--- src/rtl/a2_timer_run_ctrl.sv ---
// a2_timer_run_ctrl: sequences the a2_timer start/stop/standby controls.
// Ports:
//   SIM_CLK, RESET_          - clock, async active-low reset
//   T12, STOP, GOJAM         - asynchronous timer status, synchronized here
//   CMD_GOJ..CMD_WAKE        - 1-cycle command pulses from host/monitor
//   GOJ1, MSTRTP, MSTP,
//   STRT2, SBY               - registered timer controls
//   STATE, BUSY              - run state and busy indication
//   STEP_DONE                - 1-cycle pulse when a single step completes
//   TMR_FAULT                - sticky watchdog flag (no T12 activity)
module a2_timer_run_ctrl #(
  parameter int unsigned POR_MCT  = 4,
  parameter int unsigned GOJ_CYC  = 16,
  parameter int unsigned STEP_CYC = 32,
  parameter int unsigned WDOG_CYC = 1024
) (
  input  logic       SIM_CLK,
  input  logic       RESET_,
  input  logic       T12,
  input  logic       STOP,
  input  logic       GOJAM,
  input  logic       CMD_GOJ,
  input  logic       CMD_HALT,
  input  logic       CMD_STEP,
  input  logic       CMD_RUN,
  input  logic       CMD_SBY,
  input  logic       CMD_WAKE,
  output logic       GOJ1,
  output logic       MSTRTP,
  output logic       MSTP,
  output logic       STRT2,
  output logic       SBY,
  output logic [3:0] STATE,
  output logic       BUSY,
  output logic       STEP_DONE,
  output logic       TMR_FAULT
);

  localparam int unsigned POR_W  = 4;
  localparam int unsigned CNT_W  = 8;
  localparam int unsigned WDOG_W = 12;

  typedef enum logic [3:0] {
    ST_POR       = 4'd0,
    ST_RUN       = 4'd1,
    ST_HALT_WAIT = 4'd2,
    ST_HALTED    = 4'd3,
    ST_STEP      = 4'd4,
    ST_STEP_WAIT = 4'd5,
    ST_SBY_WAIT  = 4'd6,
    ST_STANDBY   = 4'd7,
    ST_GOJ       = 4'd8,
    ST_GOJ_WAIT  = 4'd9
  } state_t;

  state_t              state, state_d;
  logic [POR_W-1:0]    por_cnt, por_cnt_d;
  logic [CNT_W-1:0]    cyc_cnt, cyc_cnt_d;
  logic [WDOG_W-1:0]   wdog_cnt, wdog_cnt_d;
  logic goj1, goj1_d, mstrtp, mstrtp_d, mstp, mstp_d, strt2, strt2_d;
  logic sby, sby_d, step_done, step_done_d, fault, fault_d, busy;
  logic t12_meta, t12_sync, t12_prev, t12_rise;
  logic stop_meta, stop_sync, gojam_meta, gojam_sync;
  logic wdog_active;

  // Input synchronizers; T12 rise is registered so the strobe lands 3 cycles after the edge
  always_ff @(posedge SIM_CLK or negedge RESET_) begin
    if (!RESET_) begin
      t12_meta   <= 1'b0;
      t12_sync   <= 1'b0;
      t12_prev   <= 1'b0;
      t12_rise   <= 1'b0;
      stop_meta  <= 1'b0;
      stop_sync  <= 1'b0;
      gojam_meta <= 1'b0;
      gojam_sync <= 1'b0;
    end else begin
      t12_meta   <= T12;
      t12_sync   <= t12_meta;
      t12_prev   <= t12_sync;
      t12_rise   <= t12_sync & ~t12_prev;
      stop_meta  <= STOP;
      stop_sync  <= stop_meta;
      gojam_meta <= GOJAM;
      gojam_sync <= gojam_meta;
    end
  end

  // Next-state, next-output and counter logic
  always_comb begin
    state_d     = state;
    por_cnt_d   = por_cnt;
    cyc_cnt_d   = cyc_cnt;
    wdog_cnt_d  = wdog_cnt;
    goj1_d      = goj1;
    mstrtp_d    = mstrtp;
    mstp_d      = mstp;
    strt2_d     = strt2;
    sby_d       = sby;
    step_done_d = 1'b0;
    fault_d     = fault;
    wdog_active = 1'b0;

    // GOJ outranks everything; the per-state branches then apply their own priority
    if (CMD_GOJ && (state != ST_POR)) begin
      state_d   = ST_GOJ;
      cyc_cnt_d = '0;
      goj1_d    = 1'b1;
      mstp_d    = 1'b0;
      sby_d     = 1'b0;
      mstrtp_d  = 1'b0;
      fault_d   = 1'b0;
    end else begin
      unique case (state)
        ST_POR: begin
          strt2_d = 1'b1;
          if (por_cnt == POR_W'(POR_MCT)) begin
            strt2_d = 1'b0;
            state_d = ST_RUN;
          end else if (t12_rise) begin
            por_cnt_d = por_cnt + POR_W'(1);
          end
        end
        ST_RUN: begin
          goj1_d   = 1'b0;
          mstrtp_d = 1'b0;
          mstp_d   = 1'b0;
          strt2_d  = 1'b0;
          sby_d    = 1'b0;
          if (CMD_SBY)       state_d = ST_SBY_WAIT;
          else if (CMD_HALT) state_d = ST_HALT_WAIT;
        end
        ST_HALT_WAIT: begin
          if (t12_rise) mstp_d = 1'b1;
          if (mstp && stop_sync) state_d = ST_HALTED;
        end
        ST_HALTED: begin
          mstp_d = 1'b1;
          if (CMD_STEP) begin
            state_d   = ST_STEP;
            cyc_cnt_d = '0;
            mstrtp_d  = 1'b1;
          end else if (CMD_RUN) begin
            mstp_d  = 1'b0;
            state_d = ST_RUN;
          end
        end
        ST_STEP: begin
          if (cyc_cnt == CNT_W'(STEP_CYC - 1)) begin
            mstrtp_d = 1'b0;
            state_d  = ST_STEP_WAIT;
          end else begin
            cyc_cnt_d = cyc_cnt + CNT_W'(1);
          end
        end
        ST_STEP_WAIT: begin
          if (t12_rise) begin
            step_done_d = 1'b1;
            state_d     = ST_HALTED;
          end
        end
        ST_SBY_WAIT: begin
          if (t12_rise) begin
            sby_d   = 1'b1;
            state_d = ST_STANDBY;
          end
        end
        ST_STANDBY: begin
          sby_d = 1'b1;
          if (CMD_WAKE) begin
            sby_d     = 1'b0;
            strt2_d   = 1'b1;
            por_cnt_d = '0;
            state_d   = ST_POR;
          end
        end
        ST_GOJ: begin
          if (cyc_cnt == CNT_W'(GOJ_CYC - 1)) begin
            goj1_d  = 1'b0;
            state_d = ST_GOJ_WAIT;
          end else begin
            cyc_cnt_d = cyc_cnt + CNT_W'(1);
          end
        end
        ST_GOJ_WAIT: begin
          if (!gojam_sync) state_d = ST_RUN;
        end
        default: state_d = ST_POR;
      endcase
    end

    // Watchdog: restarts on T12 activity or any state change, saturates at the limit
    wdog_active = (state == ST_POR) || (state == ST_RUN) || (state == ST_HALT_WAIT) ||
                  (state == ST_STEP_WAIT) || (state == ST_SBY_WAIT);
    if (!wdog_active || t12_rise || (state_d != state)) begin
      wdog_cnt_d = '0;
    end else if (wdog_cnt != WDOG_W'(WDOG_CYC)) begin
      wdog_cnt_d = wdog_cnt + WDOG_W'(1);
    end
    if (wdog_cnt_d == WDOG_W'(WDOG_CYC)) fault_d = 1'b1;
  end

  // State, counter and output registers
  always_ff @(posedge SIM_CLK or negedge RESET_) begin
    if (!RESET_) begin
      state     <= ST_POR;
      por_cnt   <= '0;
      cyc_cnt   <= '0;
      wdog_cnt  <= '0;
      goj1      <= 1'b0;
      mstrtp    <= 1'b0;
      mstp      <= 1'b0;
      strt2     <= 1'b1;
      sby       <= 1'b0;
      step_done <= 1'b0;
      fault     <= 1'b0;
      busy      <= 1'b1;
    end else begin
      state     <= state_d;
      por_cnt   <= por_cnt_d;
      cyc_cnt   <= cyc_cnt_d;
      wdog_cnt  <= wdog_cnt_d;
      goj1      <= goj1_d;
      mstrtp    <= mstrtp_d;
      mstp      <= mstp_d;
      strt2     <= strt2_d;
      sby       <= sby_d;
      step_done <= step_done_d;
      fault     <= fault_d;
      busy      <= !((state_d == ST_RUN) || (state_d == ST_HALTED) || (state_d == ST_STANDBY));
    end
  end

  assign GOJ1      = goj1;
  assign MSTRTP    = mstrtp;
  assign MSTP      = mstp;
  assign STRT2     = strt2;
  assign SBY       = sby;
  assign STATE     = state;
  assign BUSY      = busy;
  assign STEP_DONE = step_done;
  assign TMR_FAULT = fault;

endmodule

--- config.mk ---
export PLATFORM = sky130hd
export DESIGN_NAME = a2_timer_run_ctrl
export DESIGN_NICKNAME = d
export VERILOG_FILES = /design/src/rtl/a2_timer_run_ctrl.sv
export SDC_FILE = /design/constraint.sdc
export NUM_CORES = 1
export LEC_CHECK = 0
export BUFFER_PORTS_ARGS = -buffer_cell sky130_fd_sc_hd__buf_2
export CAP_MARGIN = 20
export CORE_AREA = 2 2 82 64
export CTS_CLUSTER_SIZE = 24
export DETAILED_ROUTE_END_ITERATION = 6
export DIE_AREA = 0 0 84 66
export PLACE_DENSITY = 0.73
export SYNTH_ARGS = -nofsm -noshare
export SYNTH_HDL_FRONTEND = slang
export SYNTH_SLANG_ARGS = --single-unit
--- constraint.sdc ---
create_clock -name SIM_CLK -period 2.55 [get_ports SIM_CLK]
set_input_delay 0.1275 -clock SIM_CLK [delete_from_list [all_inputs] [get_ports SIM_CLK]]
set_output_delay 0.1275 -clock SIM_CLK [all_outputs]
set_load 0.1 [all_outputs]
After elaboration in Yosys (flattened, before gate mapping)
Index checks and enable logic that the tools add are counted.
{"block": "op_classes", "add_sub_neg": 3, "n_eq_ne": 28, "mux": 48, "n_bitwise": 3, "n_reduce_logical": 29}
{"operator": "$mux W4", "n": 16}
{"operator": "$pmux W4 S10", "n": 1}
{"operator": "$mux W8", "n": 4}
{"operator": "$eq A4 B3 Y1 const B", "n": 6}
{"operator": "$mux W12", "n": 2}
{"operator": "$pmux W8 S3", "n": 1}
{"operator": "$ne A3 B3 Y1 const B", "n": 7}
{"operator": "$reduce_bool A4 Y1", "n": 5}
{"operator": "$mux W1", "n": 18}
{"operator": "$add A12 B1 Y12 const B", "n": 1}
{"operator": "$eq A12 B11 Y1 const B", "n": 1}
{"operator": "$eq A4 B2 Y1 const B", "n": 3}
{"operator": "$ne A12 B11 Y1 const B", "n": 1}
{"operator": "$pmux W1 S3", "n": 4}
{"operator": "$add A8 B1 Y8 const B", "n": 1}
{"operator": "$eq A4 B1 Y1 const B", "n": 2}
{"operator": "$eq A4 B4 Y1 const B", "n": 2}
{"operator": "$eq A8 B4 Y1 const B", "n": 1}
{"operator": "$eq A8 B5 Y1 const B", "n": 1}
{"operator": "$logic_or A1 B1 Y1", "n": 8}
{"operator": "$pmux W4 S2", "n": 1}
{"operator": "$ne A2 B2 Y1 const B", "n": 3}
{"operator": "$reduce_and A2 Y1", "n": 3}
{"operator": "$reduce_and A3 Y1", "n": 2}
{"operator": "12 further kinds", "n": 17}
{"block": "totals", "regBits": 44, "inputBits": 11, "output_inout_bits": 12, "elab_cells": 131}

Logic depth before layout (Yosys ltp)
{"block": "logic_depth", "word_depth": 11, "ltp_mapped": 9, "ltp_nobuf": 8}

Least setup slack after synthesis
Ideal clock, no wire load.
{"block": "synth_path", "path_kind": "register to register", "from": "register state[0] (netlist: STATE[0])", "to": "register wdog_cnt[9]", "setup_time_ns": 0.119, "t_arrival_ns": 2.512, "t_required_ns": 2.431, "path_slack_ns": -0.081, "stages_incl_launch_ff": 9, "n_path_buf": 2, "synth_period_minus_slack_ns": 2.631, "path_cell_list": "dfrtp_1 buf_2 or4b_4 nor3_2 nor4_1 and2_4 o311ai_4 buf_6 nor2_2"}
{"block": "synth_via", "elab_chain_cells": 9, "word_cells_on_any_way": 35, "cone_classes": "eq/ne: 10; mux: 15; reduce/logical: 10"}
{"item": "from (decl)", "line": "56", "source": "state_t state, state_d;"}
{"item": "from (signal assigned)", "line": "219", "source": "state <= state_d;"}
{"item": "branches (longest 7 deep; another with $pmux W4 S10)"}
{"item": "$logic_or A1 B1 Y1 *", "line": "195", "source": "if (!wdog_active || t12_rise || (state_d != state)) begin"}
{"item": "$mux W12 *", "line": "195"}
{"item": "net wdog_cnt_d[9]", "line": "59", "source": "logic [WDOG_W-1:0] wdog_cnt, wdog_cnt_d;"}
{"item": "to (signal assigned)", "line": "222", "source": "wdog_cnt <= wdog_cnt_d;"}
{"item": "to (decl)", "line": "59"}
Mark *: on every way through the listed nets, which the timed path passes.
A chain may end at the register's enable or synchronous reset.

Worst setup path after layout
{"block": "layout_path", "from": "register state[3] (netlist: STATE[3])", "to": "register fault (netlist: TMR_FAULT)"}
{"block": "layout_via", "elab_chain_cells": 11, "word_cells_on_any_way": 38, "cone_classes": "eq/ne: 11; mux: 16; reduce/logical: 11"}
{"item": "branches (longest 11 deep; another with $mux W12)"}
{"item": "to (signal assigned)", "line": "229", "source": "fault <= fault_d;"}
{"item": "to (decl)", "line": "61", "source": "logic sby, sby_d, step_done, step_done_d, fault, fault_d, busy;"}
Several ways; the timed one is not identified.

==> flow_metrics.tcl <==
set metrics [dict create \
    status "completed" \
    power.density_nw_per_um2 982.2 \
    worst-r2r-cell-count 7 \
    r2r_slack_ns 0.31 \
    async_reset_ff_share_pct 100.0 \
    r2r-start "STATE[3]" \
    final_antenna_net_count 0 \
    grt_remaining_overflow 0 \
    synth_area_sq_um 2550 \
    worst-path-max-fanout 13 \
    yosysUniqueCellTypes 55 \
    clk_pin_slew_ns 0.09 \
    cts_setup_buffers 0 \
    rr_endpoint "TMR_FAULT" \
    synth_ff_type "dfrtp_1" \
    hold_class "in -> reg" \
    worst_pin_slew_ns 0.5327 \
    drc 0 \
    synth-seq-cells 44 \
    cp.arrival_ns 2.42 \
    worstHoldStart "CMD_STEP" \
    clk_path_buf_depth 2 \
    slowest_delay_ns 0.60 \
    setup_tns_ns 0 \
    syn_nets 300 \
    fp.dieW_um 84 \
    hold_path_end "MSTRTP" \
    final_layout_size_suffix_gt1_share_pct 19.30 \
    slew_headroom_pct 64.49 \
    final_cell_mix "dfrtp_1, nand2_1, nor2_1" \
    start_kind "register" \
    avgSynthCellArea_sq_um 8.979 \
    start_util_pct 53.55 \
    cap_violations 0 \
    finalClockSkew_ns 0.005490 \
    placed_cell_area_sq_um 2748 \
    syn_to_final_growth_pct 13.54 \
    htree_levels 2 \
    fin_crit_sh_pct 87.68 \
    die_area_sq_um 5544 \
    fillCellCount 409 \
    ir_drop_uv 917.2 \
    grt_use_total_pct 23.17 \
    core_region_area_sq_um 4762 \
    power.total_mw 2.844 \
    grt_max_degree 25 \
    cts_buffers 5 \
    final_area_sq_um 2895 \
    setup-violations-final 0 \
    p_leak_nw 1.288 \
    wire_per_inst_um 15.25 \
    vias 2247 \
    cp-end-kind "register" \
    cts-root-buf "clkbuf_8" \
    period_minus_slack_ns 2.236 \
    die_h_um 66 \
    synth_cells 284 \
    first_pass_iters 4 \
    timing.hold.ws_ns 0.1411 \
    final_nets 331 \
    vias_per_cell 5.976 \
    yosys_warnings 0 \
    drt_iter0_drc 195 \
    grt_pass1_vias 2088 \
    cp_slowest_cell "or4b_4" \
    routabilityCongestion 0.8822 \
    rows 22 \
    cp.required_ns 2.73 \
    hold_viol 0 \
    pin_count 23 \
    path_cells "or4b_4 > nor3_2 > nor4_1 > and2_4 > o311ai_4 > buf_4 > o31ai_1" \
    layout_commonest_cell "dfrtp_1" \
    crit_type "reg -> reg" \
    hpwlAfterDp_mm 4.212 \
    grt_pass1_wl_mm 10.16 \
    io_buffers 22 \
    hold_depth 2 \
    clkLatencyLatePin_ns 0.30 \
    cts_tree "built" \
    drv_slew 0 \
    synth-edff-count 0 \
    ys_seq_area_share_pct 43.28 \
    antenna_found_initial 0 \
    antennaDiodeCount 0 \
    max_freq_ghz 0.4473 \
    clock_sinks 44 \
    rsz0062_at_grt "false" \
    wl_mm 5.734 \
]
[kinds of logic (layout without fill, tap and decap cells)]
kind of cell,Yosys count,after routing,synth area share [%]
and+or+nand+nor,135,135,28.26
AOI/OAI and AO/OA,65,65,17.03
adders and majority gates,5,5,2.453
buffers and inverters,21,53,3.975
muxes,2,2,0.8832
DFF,44,44,43.28
xor gates and xnor gates,12,12,4.122
[per-stage QoR]
step	util [%]	instances	setup slack, ns
3_3_place_gp	57.70	364	0.3825
6_report	60.80	376	0.3142
2_1_floorplan	-	284	0.005475
3_5_place_dp	57.70	364	0.3540
4_1_cts	60.80	376	0.3314
5_1_grt	60.80	376	0.09599
[worst max-delay path, delay by kind of cell, from the launching register on]
kind / cells / cell delay [ns]
DFF: 1 / 0.54
AOI/OAI and AO/OA: 2 / 0.29
and+or+nand+nor: 4 / 1.02
buffers and inverters: 1 / 0.27
[cell usage after synthesis, drive strengths merged (3+ instances only)]
| master | n | area [sq um] |
|---|---|---|
| xnor2 | 5 | 43.79 |
| nand4 | 4 | 25.02 |
| nand2b | 8 | 50.05 |
| a21oi | 15 | 75.07 |
| clkbuf | 5 | 18.77 |
| and2 | 5 | 33.78 |
| xor2 | 7 | 61.31 |
| o21ai | 23 | 115.1 |
| nand3 | 17 | 85.08 |
| nor2 | 34 | 152.7 |
| ha | 5 | 62.56 |
| o311ai | 3 | 43.80 |
| buf | 8 | 52.55 |
| nand2 | 26 | 97.59 |
| and4 | 4 | 35.03 |
| nor2b | 6 | 37.54 |
| inv | 8 | 30.03 |
| o31ai | 4 | 30.03 |
| dfrtp | 42 | 1051 |
| and3 | 6 | 37.54 |
| nor3 | 14 | 75.07 |
[sequential cells by signal, summed over array words and instances, names as in the netlist]
| register | count |
|---|---|
| GOJ1 | 1 |
| stop_sync | 1 |
| STRT2 | 1 |
| STEP_DONE | 1 |
| MSTRTP | 1 |
| MSTP | 1 |
| gojam_sync | 1 |
| t12_sync | 1 |
| t12_prev | 1 |
| stop_meta | 1 |
| wdog_cnt | 12 |
| SBY | 1 |
| gojam_meta | 1 |
| BUSY | 1 |
| cyc_cnt | 8 |
| t12_meta | 1 |
| t12_rise | 1 |
| TMR_FAULT | 1 |
| STATE | 4 |
| por_cnt | 4 |
[report_power, final]
group / total, mW / switching, mW / internal (mW)
clock: 0.531 / 0.240 / 0.291
sequential: 0.932 / 0.123 / 0.809
combinational: 1.38 / 0.937 / 0.443
total: 2.84 / 1.30 / 1.54
[worst max-delay path by stage]
| stage | slack, ns | depth (start not counted) | startpoint | to |
|---|---|---|---|---|
| 2_1_floorplan | 0.005 | 8 | STATE[1] | wdog_cnt[9] |
| 3_3_place_gp | 0.38 | 7 | STATE[3] | TMR_FAULT |
| 3_5_place_dp | 0.35 | 9 | cyc_cnt[0] | TMR_FAULT |
| 4_1_cts | 0.33 | 7 | STATE[3] | TMR_FAULT |
| 5_1_grt | 0.1 | 9 | cyc_cnt[0] | TMR_FAULT |
| 6_report | 0.31 | 7 | STATE[3] | TMR_FAULT |
[timing repair]
item	in CTS	in global routing
gates resized for setup	0	0
hold buffers	4	0
hold endpoints to repair	24	0
[layout make-up]
class	count	area, sq um	share of cell area, %
Clock buffer	6	72.57	2.506
Timing Repair Buffer	37	232.7	8.038
Tap cell	60	75.07	2.593
Multi-Input combinational cell	219	1345	46.46
Sequential cell	44	1105	38.16
Inverter	8	30.03	1.037
Clock inverter	2	35.03	1.210
[per-layer routing]
| metal | up-vias | track usage [%] | wire length [um] |
|---|---|---|---|
| met4 | 0 | 6.048 | 69 |
| li1 | 1083 | - | - |
| met2 | 100 | 34.00 | 2381 |
| met3 | 11 | 4.744 | 384 |
| met5 | - | 0 | 0 |
| met1 | 1053 | 34.87 | 2899 |
(Power assumes the default switching activity.)
